==> src/rtl/ecc_point_add_ctrl.sv <==
// Affine EC point-add sequencer: R = P + Q over GF(p), one GFAU op at a time.
// Optional ECC_OPCNT_EN adds o_op_cnt, a count of GFAU launches per request.
module ecc_point_add_ctrl #(
    parameter int unsigned SIZE = 32
) (
    input  logic            i_clk,
    input  logic            i_rst,
    input  logic            i_start,
    input  logic [SIZE-1:0] i_prime,
    input  logic [SIZE-1:0] i_a,
    input  logic [SIZE-1:0] i_px,
    input  logic [SIZE-1:0] i_py,
    input  logic            i_p_inf,
    input  logic [SIZE-1:0] i_qx,
    input  logic [SIZE-1:0] i_qy,
    input  logic            i_q_inf,
    output logic            o_busy,
    output logic            o_done,
    output logic [SIZE-1:0] o_rx,
    output logic [SIZE-1:0] o_ry,
    output logic            o_r_inf,
    output logic            o_gf_go,
    output logic [1:0]      o_gf_op,
    output logic [SIZE-1:0] o_gf_in0,
    output logic [SIZE-1:0] o_gf_in1,
    output logic [SIZE-1:0] o_gf_prime,
`ifdef ECC_OPCNT_EN
    output logic [3:0]      o_op_cnt,
`endif
    input  logic            i_gf_done,
    input  logic [SIZE-1:0] i_gf_result
);

    typedef enum logic [2:0] {ST_IDLE, ST_CHECK, ST_ISSUE, ST_WAIT, ST_FINISH} state_t;

    localparam logic [1:0] OP_ADD = 2'd0, OP_SUB = 2'd1, OP_MUL = 2'd2, OP_DIV = 2'd3;
    localparam logic [3:0] R_PX = 4'd0, R_PY = 4'd1, R_QX = 4'd2, R_QY = 4'd3, R_A = 4'd4;
    localparam logic [3:0] R_T0 = 4'd5, R_T1 = 4'd6, R_T2 = 4'd7, R_T3 = 4'd8, R_T4 = 4'd9;
    localparam logic [3:0] R_T5 = 4'd10, R_L = 4'd11, R_RX = 4'd12, R_RY = 4'd13;

    state_t          r_state;
    logic [SIZE-1:0] r_rf [16];
    logic [3:0]      r_step;
    logic            r_dbl;
    logic            r_inf;
    logic            r_p_inf;
    logic            r_q_inf;
    logic [3:0]      r_op_cnt;

    logic [3:0]      w_idx;
    logic [1:0]      w_op;
    logic [3:0]      w_s0, w_s1, w_dst;
    logic            w_last;

    // Doubling head lives at table rows 9..14; its tail reuses addition rows 3..8
    // because qx == px whenever doubling is selected.
    always_comb begin
        w_idx  = r_dbl ? ((r_step < 4'd6) ? r_step + 4'd9 : r_step - 4'd3) : r_step;
        w_last = r_dbl ? (r_step == 4'd11) : (r_step == 4'd8);
        w_op   = OP_ADD;
        w_s0   = R_PX;
        w_s1   = R_PX;
        w_dst  = R_T0;
        case (w_idx)
            4'd0:  begin w_op = OP_SUB; w_s0 = R_QY; w_s1 = R_PY; w_dst = R_T0; end
            4'd1:  begin w_op = OP_SUB; w_s0 = R_QX; w_s1 = R_PX; w_dst = R_T1; end
            4'd2:  begin w_op = OP_DIV; w_s0 = R_T0; w_s1 = R_T1; w_dst = R_L;  end
            4'd3:  begin w_op = OP_MUL; w_s0 = R_L;  w_s1 = R_L;  w_dst = R_T2; end
            4'd4:  begin w_op = OP_SUB; w_s0 = R_T2; w_s1 = R_PX; w_dst = R_T3; end
            4'd5:  begin w_op = OP_SUB; w_s0 = R_T3; w_s1 = R_QX; w_dst = R_RX; end
            4'd6:  begin w_op = OP_SUB; w_s0 = R_PX; w_s1 = R_RX; w_dst = R_T4; end
            4'd7:  begin w_op = OP_MUL; w_s0 = R_L;  w_s1 = R_T4; w_dst = R_T5; end
            4'd8:  begin w_op = OP_SUB; w_s0 = R_T5; w_s1 = R_PY; w_dst = R_RY; end
            4'd9:  begin w_op = OP_MUL; w_s0 = R_PX; w_s1 = R_PX; w_dst = R_T0; end
            4'd10: begin w_op = OP_ADD; w_s0 = R_T0; w_s1 = R_T0; w_dst = R_T1; end
            4'd11: begin w_op = OP_ADD; w_s0 = R_T1; w_s1 = R_T0; w_dst = R_T1; end
            4'd12: begin w_op = OP_ADD; w_s0 = R_T1; w_s1 = R_A;  w_dst = R_T1; end
            4'd13: begin w_op = OP_ADD; w_s0 = R_PY; w_s1 = R_PY; w_dst = R_T2; end
            4'd14: begin w_op = OP_DIV; w_s0 = R_T1; w_s1 = R_T2; w_dst = R_L;  end
            default: ;
        endcase
    end

    always_ff @(posedge i_clk) begin
        if (i_rst) begin
            r_state    <= ST_IDLE;
            r_step     <= 4'd0;
            r_dbl      <= 1'b0;
            r_inf      <= 1'b0;
            r_p_inf    <= 1'b0;
            r_q_inf    <= 1'b0;
            r_op_cnt   <= 4'd0;
            o_busy     <= 1'b0;
            o_done     <= 1'b0;
            o_rx       <= '0;
            o_ry       <= '0;
            o_r_inf    <= 1'b0;
            o_gf_go    <= 1'b0;
            o_gf_op    <= 2'd0;
            o_gf_in0   <= '0;
            o_gf_in1   <= '0;
            o_gf_prime <= '0;
        end else begin
            o_done  <= 1'b0;
            o_gf_go <= 1'b0;
            case (r_state)
                ST_IDLE: begin
                    if (i_start) begin
                        r_rf[R_PX] <= i_px;
                        r_rf[R_PY] <= i_py;
                        r_rf[R_QX] <= i_qx;
                        r_rf[R_QY] <= i_qy;
                        r_rf[R_A]  <= i_a;
                        r_p_inf    <= i_p_inf;
                        r_q_inf    <= i_q_inf;
                        o_gf_prime <= i_prime;
                        r_op_cnt   <= 4'd0;
                        o_busy     <= 1'b1;
                        r_state    <= ST_CHECK;
                    end
                end
                ST_CHECK: begin
                    r_step <= 4'd0;
                    r_inf  <= 1'b0;
                    if (r_p_inf) begin
                        r_rf[R_RX] <= r_rf[R_QX];
                        r_rf[R_RY] <= r_rf[R_QY];
                        r_inf      <= r_q_inf;
                        r_state    <= ST_FINISH;
                    end else if (r_q_inf) begin
                        r_rf[R_RX] <= r_rf[R_PX];
                        r_rf[R_RY] <= r_rf[R_PY];
                        r_state    <= ST_FINISH;
                    end else if (r_rf[R_PX] == r_rf[R_QX] &&
                                 (r_rf[R_PY] != r_rf[R_QY] || r_rf[R_PY] == '0)) begin
                        r_inf   <= 1'b1;
                        r_state <= ST_FINISH;
                    end else begin
                        r_dbl   <= (r_rf[R_PX] == r_rf[R_QX]);
                        r_state <= ST_ISSUE;
                    end
                end
                ST_ISSUE: begin
                    o_gf_go  <= 1'b1;
                    o_gf_op  <= w_op;
                    o_gf_in0 <= r_rf[w_s0];
                    o_gf_in1 <= r_rf[w_s1];
                    r_op_cnt <= r_op_cnt + 4'd1;
                    r_state  <= ST_WAIT;
                end
                ST_WAIT: begin
                    if (i_gf_done) begin
                        r_rf[w_dst] <= i_gf_result;
                        if (w_last) begin
                            r_state <= ST_FINISH;
                        end else begin
                            r_step  <= r_step + 4'd1;
                            r_state <= ST_ISSUE;
                        end
                    end
                end
                ST_FINISH: begin
                    o_rx    <= r_inf ? '0 : r_rf[R_RX];
                    o_ry    <= r_inf ? '0 : r_rf[R_RY];
                    o_r_inf <= r_inf;
                    o_done  <= 1'b1;
                    o_busy  <= 1'b0;
                    r_state <= ST_IDLE;
                end
                default: r_state <= ST_IDLE;
            endcase
        end
    end

`ifdef ECC_OPCNT_EN
    assign o_op_cnt = r_op_cnt;
`endif

endmodule
==> config.mk <==
export PLATFORM = sky130hd
export DESIGN_NAME = ecc_point_add_ctrl
export DESIGN_NICKNAME = d
export VERILOG_FILES = /design/src/rtl/ecc_point_add_ctrl.sv
export SDC_FILE = /design/constraint.sdc
export NUM_CORES = 2
export LEC_CHECK = 0
export ABC_AREA = 1
export CORE_MARGIN = 5
export CORE_UTILIZATION = 35
export CTS_BUF_LIST = sky130_fd_sc_hd__clkbuf_8
export DETAILED_ROUTE_END_ITERATION = 10
export DONT_BUFFER_PORTS = 1
export GPL_TIMING_DRIVEN = 0
export PLACE_DENSITY = 0.45
export SLEW_MARGIN = 20
export SYNTH_ARGS = -nofsm -noshare
export SYNTH_HDL_FRONTEND = slang
export SYNTH_SLANG_ARGS = --single-unit
==> constraint.sdc <==
create_clock -name i_clk -period 11.3 [get_ports i_clk]
set_input_delay 1.13 -clock i_clk [delete_from_list [all_inputs] [get_ports i_clk]]
set_output_delay 1.13 -clock i_clk [all_outputs]
set_load 0.02 [all_outputs]
Word-level counts from Yosys, hierarchy flattened

Memory sizes are Yosys's and may differ from the RTL's. A register that Yosys moved wholly into a read port is not among the register bits.
Cells that the tools add are included.

Add/sub/neg operators: 3
Magnitude comparators: 1
Eq/ne operators: 25
Muxes and demuxes: 54
Bitwise gates (word level): 5
Reductions and logical operators: 25

Operators with widths:

| kind                                                | number |
|---|---|
| 2-to-1 mux 32 bit                                   | 7 |
| OR reduction 32 bit                                 | 3 |
| one-hot mux 4 bit (9 select lines)                  | 2 |
| equality test 4 bit, second input constant          | 9 |
| equality test 32 bit                                | 1 |
| logical NOT 32 bit                                  | 1 |
| inequality test 32 bit                              | 1 |
| one-hot mux 4 bit (8 select lines)                  | 1 |
| 2-to-1 mux 4 bit                                    | 7 |
| 2-to-1 mux 1 bit                                    | 27 |
| 2-to-1 mux 3 bit                                    | 6 |
| equality test 4 x 3 -> 1 bit, second input constant | 4 |
| one-hot mux 3 bit (4 select lines)                  | 1 |
| OR reduction 2 bit                                  | 5 |
| OR reduction 3 bit                                  | 3 |
| equality test 4 x 2 -> 1 bit, second input constant | 2 |
| one-hot mux 4 bit (2 select lines)                  | 1 |
| equality test 3 x 2 -> 1 bit, second input constant | 2 |
| inequality test 2 bit, second input constant        | 3 |
| one-hot mux 2 bit (3 select lines)                  | 1 |
| AND reduction 2 bit                                 | 3 |
| OR reduction 6 bit                                  | 1 |
| adder 4 x 1 -> 4 bit, second input constant         | 1 |
| adder 4 bit, second input constant                  | 1 |
| 16 further kinds                                    | 20 |

Register bits after elaboration: 113
Bits in writable memories: 512
Memories kept: 1

Memory list:

| name | depth | width | read ports | clocked after Yosys merged registers in | write ports | RTL line | source |
|---|---|---|---|---|---|---|---|
| r_rf | 16    | 32    | 8          | 2                                       | 5           | 42       | `logic [SIZE-1:0] r_rf [16];` |

Longest topological paths before layout

Word-level depth: 9
Depth in mapped cells: 21
Gate-level depth less buffers: 19

Least setup slack after synthesis

OpenSTA, ideal clock, no wires.

Path kind: input port to flip-flop
From: in i_rst
To: mem r_rf[10][0], enable pin
Arrival time: 4874 ps
Data required time: 10799 ps
Setup slack: 5925 ps
Stages: 4
Path buffers: 1
Cell sequence: clkbuf_1 > nor3_1 > inv_1 > nor4_1

RTL lines:

| element     | RTL line | source |
|---|---|---|
| from (decl) | 7        | `input logic i_rst,` |
| to (decl)   | 42       |  |

Final worst setup path

From: reg r_step[1]
To: reg o_gf_in0[0] (read register of r_rf)

Longest elaborated chain between the ends: 6
Elaborated cells between the ends (all ways): 22
Those cells by class: add/sub: 2; order compare: 1; eq/ne: 12; mux: 3; reduce/logical: 4

Ends and longest elaborated chain:

| element                                                                   | RTL line | source |
|---|---|---|
| from (decl)                                                               | 43       | `logic [3:0] r_step;` |
| from (signal assigned)                                                    | 157      | `r_step <= r_step + 4'd1;` |
| subtractor 4 x 2 -> 4 bit (tied with other cells)                         | 58       | `w_idx = r_dbl ? ((r_step < 4'd6) ? r_step + 4'd9 : r_step - 4'd3) : r_step;` |
| 2-to-1 mux 4 bit                                                          | 58       |  |
| 2-to-1 mux 4 bit (*)                                                      | 58       |  |
| equality test 4 bit (tied with other cells)                               | 64       | `case (w_idx)` |
| OR reduction 3 bit (no line) / OR reduction 2 bit (equally long branches) | --       |  |
| one-hot mux 4 bit (9 select lines) (*)                                    | 64       |  |
| to (decl)                                                                 | 24       | `output logic [SIZE-1:0] o_gf_in0,` |

Every way passes the cells marked *; elsewhere a longest branch is shown, timed or not.
A chain may end at the register's enable or synchronous reset.

==> impl_metrics.json <==
{
  "fp.dieH_um": 328,
  "setup-tns-final_ns": 0,
  "hold_start": "i_gf_result[29]",
  "hold_ws_ns": 0.375,
  "grt_first_pass_wirelength_um": 217000,
  "postLayoutCellArea_um2": 40400,
  "finalPower_uw": 6940,
  "clock_skew_ns": 0.0510,
  "syn2layout_area_growth_pct": 14.2,
  "ys.warnings.count": 0,
  "cts-resized-gates": 0,
  "setup_viol_count_final": 0,
  "worst-path-stages": 19,
  "layout_common_cells": "1379 x nand2_1, 646 x inv_1, 589 x nand3_1",
  "grt_pass1_vias": 30700,
  "period_share_pct": 37.2,
  "mostFrequentLayoutCell": "nand2_1",
  "cap_violations": 0,
  "crit_family": "simple AND/OR/NAND/NOR gates",
  "grt_antenna_before_repair": 7,
  "htreeDepth": 4,
  "worst-r2r-cell-count": 19,
  "clockRootBuffer": "clkbuf_8",
  "cts_buffer_depth": 3,
  "timing.critical_path.slowest_cell_delay_ns": 0.71,
  "r2r_setup_slack_ns": 7.09,
  "leakage_uw": 0.0177,
  "post-route-drc-count": 0,
  "numCtsBuffers": 134,
  "cts_setup_buffers": 0,
  "synth_seq_area_share_pct": 53.4,
  "tightest_slew_ns": 1.26,
  "min_to": "r_rf[5][29]$_DFFE_PP_",
  "clk_latency_ns": 0.85,
  "post_synth_num_cell_types": 38,
  "ant_nets": 0,
  "first_pass_iters": 6,
  "nNetsFinal": 5017,
  "routed_wl_um": 157000,
  "worstReg2RegEnd": "o_gf_in0[0]$_SDFFE_PP0P_",
  "grtUsageTotal_pct": 28.2,
  "required_ns": 11.99,
  "path_cells": "nand2_1 -> nand2_1 -> ha_1 -> inv_1 -> nand2_1 -> nand3_1 -> nand2_1 -> nor2_4 -> nand2_1 -> nand3_2 -> buf_2 -> clkbuf_1 -> o21ai_0 -> nand2_1 -> nand3_1 -> nand2_1 -> nor2_1 -> nor2_1 -> nor2_1",
  "swShare_pct": 34.6,
  "p_comb_share_pct": 20.8,
  "post_drt_wl_per_cell_um": 25.1,
  "io_pins": 396,
  "start_kind": "flop",
  "portBuffers": 0,
  "drive_gt1_share_pct": 7.46,
  "avgViaCountPerCell": 5.13,
  "clkSinkCount": 689,
  "core_area_um2": 100000,
  "vias": 32100,
  "pwr-share-clk_pct": 36.4,
  "syn_area_um2": 35400,
  "place_area_um2": 37700,
  "num_rows": 116,
  "initial_core_util_pct": 35.3,
  "critPathArrivalTime_ns": 4.89,
  "post-route-min-period_ns": 4.21,
  "cts.clk_slew.worst_paths_ns": 0.05,
  "crit_fanout": 10,
  "p_seq_share_pct": 42.9,
  "die_w_um": 328,
  "grt_overflow": 0,
  "place_congestion": 0.940,
  "postCtsHoldBufs": 0,
  "slew_violations": 0,
  "cp_num_buf_inv": 3,
  "p_switching_uw": 2400,
  "netlist_instances": 4559,
  "worstReg2RegStart": "r_step[1]$_SDFFE_PP0P_",
  "cellPowerDensity_nw_per_um2": 172,
  "status": "completed",
  "ir_worst_vdd_uv": 84.7,
  "cp_slowest_cell": "clkbuf_1",
  "fin_ws_ns": 7.09,
  "syn_avg_cell_area_um2": 7.77,
  "die-area_um2": 108000,
  "cp-end-kind": "flop",
  "report.final.hold_viol_count": 0,
  "cpMostUsedCell": "nand2_1",
  "hold_depth": 0,
  "p_int_uw": 4540,
  "cts_tree": "yes",
  "drtIter0Drc": 3366,
  "post-dp-hpwl_um": 121000,
  "rsz0062_at_grt": "false",
  "hold_class": "input port to flop",
  "grt_max_degree": 26,
  "post-place-ws_ns": 6.97,
  "synth_seq_cells": 689,
  "slew_headroom_pct": 15.2,
  "criticalPathCategory": "flop to flop",
  "fmax_mhz": 238
}
power by group through the flow:
stage,clock (uW),combinational [uW],sequential (uW)
floorplan,0,825,2990
global placement,0,1400,3030
detailed placement,0,1420,3030
CTS,2580,1420,2980
global route,2690,1550,2990
finish,2530,1440,2980
how the worst max path moves through the flow:
stage | from | end | slack, ns
floorplan | i_rst | r_rf[10][0]$_DFFE_PP_ | 5.92
global placement | i_rst | r_rf[10][6]$_DFFE_PP_ | 2.12
detailed placement | i_rst | r_rf[12][26]$_DFFE_PP_ | 6.97
CTS | r_step[1]$_SDFFE_PP0P_ | o_gf_in1[9]$_SDFFE_PP0P_ | 7.20
global route | r_step[1]$_SDFFE_PP0P_ | o_gf_in0[30]$_SDFFE_PP0P_ | 6.86
finish | r_step[1]$_SDFFE_PP0P_ | o_gf_in0[0]$_SDFFE_PP0P_ | 7.09
cell type report:
class	count	area (um^2)
multi-input cells	2890	12700
plain buffers	426	1760
well taps	1357	1700
clock buffers	151	2080
repair buffers	27	327
diodes	5	12.5
inverters	617	2320
clock inverters	93	578
fillers	10600	59900
flip-flops and latches	689	18900
layer usage:
metal / track usage (%) / up-vias / share of wire (%)
li1: - / 15000 / -
met1: 35.8 / 15300 / 40
met2: 46.9 / 1438 / 47
met3: 5.26 / 313 / 7.6
met4: 12.8 / 0 / 5.0
met5: 0 / - / 0
worst register-to-register path: cells and delay by family, from the launching register on:
kind | cells | cell delay [ns]
compound gates | 1 | 0.18
fa+ha+maj | 1 | 0.24
buf+inv | 3 | 1.20
flops | 1 | 0.44
simple gates | 14 | 2.03
cells by family after synthesis:
group / after synthesis / synth area share [%]
AND/OR/NAND/NOR: 2333 / 27.3
adder cells (fa/ha/maj): 2 / 0.0707
flip-flops: 689 / 53.4
XOR/XNOR: 12 / 0.297
other: 1 / 0.0106
AO/OA/AOI/OAI: 479 / 7.34
buffers and inverters: 1043 / 11.5
cell usage after synthesis, drive strengths merged:
master / count / area share, %
nand4: 36 / 0.64
clkbuf: 282 / 3.0
o21ai: 331 / 4.7
xor2: 3 / 0.074
a211oi: 1 / 0.021
nand2: 1384 / 15
edfxtp: 512 / 43
buf: 144 / 2.0
o2111ai: 1 / 0.025
nor3b: 2 / 0.042
a31oi: 2 / 0.035
nand3: 590 / 8.4
o22ai: 2 / 0.053
xnor2: 9 / 0.22
o211ai: 65 / 1.4
ha: 2 / 0.071
nor2: 299 / 3.2
clkinv: 1 / 0.011
nor4: 14 / 0.25
a21oi: 76 / 1.1
a221oi: 1 / 0.025
conb: 1 / 0.011
nor3: 8 / 0.11
inv: 616 / 6.5
dfxtp: 177 / 10
sequential cells by signal, summed over array words and instances, names as in the netlist, 2 cells and up:
name        count
o_rx           32
r_state         3
o_gf_in0       32
o_gf_op         2
o_ry           32
o_gf_in1       32
o_gf_prime     32
r_rf          512
r_step          4
metrics by stage:
step                utilization [%]  std cells
floorplan                         -       4622
global placement               37.2       5979
detailed placement             37.6       6006
CTS                            40.3       6250
global route                   40.3       6253
finish                         40.3       6255
No activity file was read; power rests on OpenSTA's default activity.
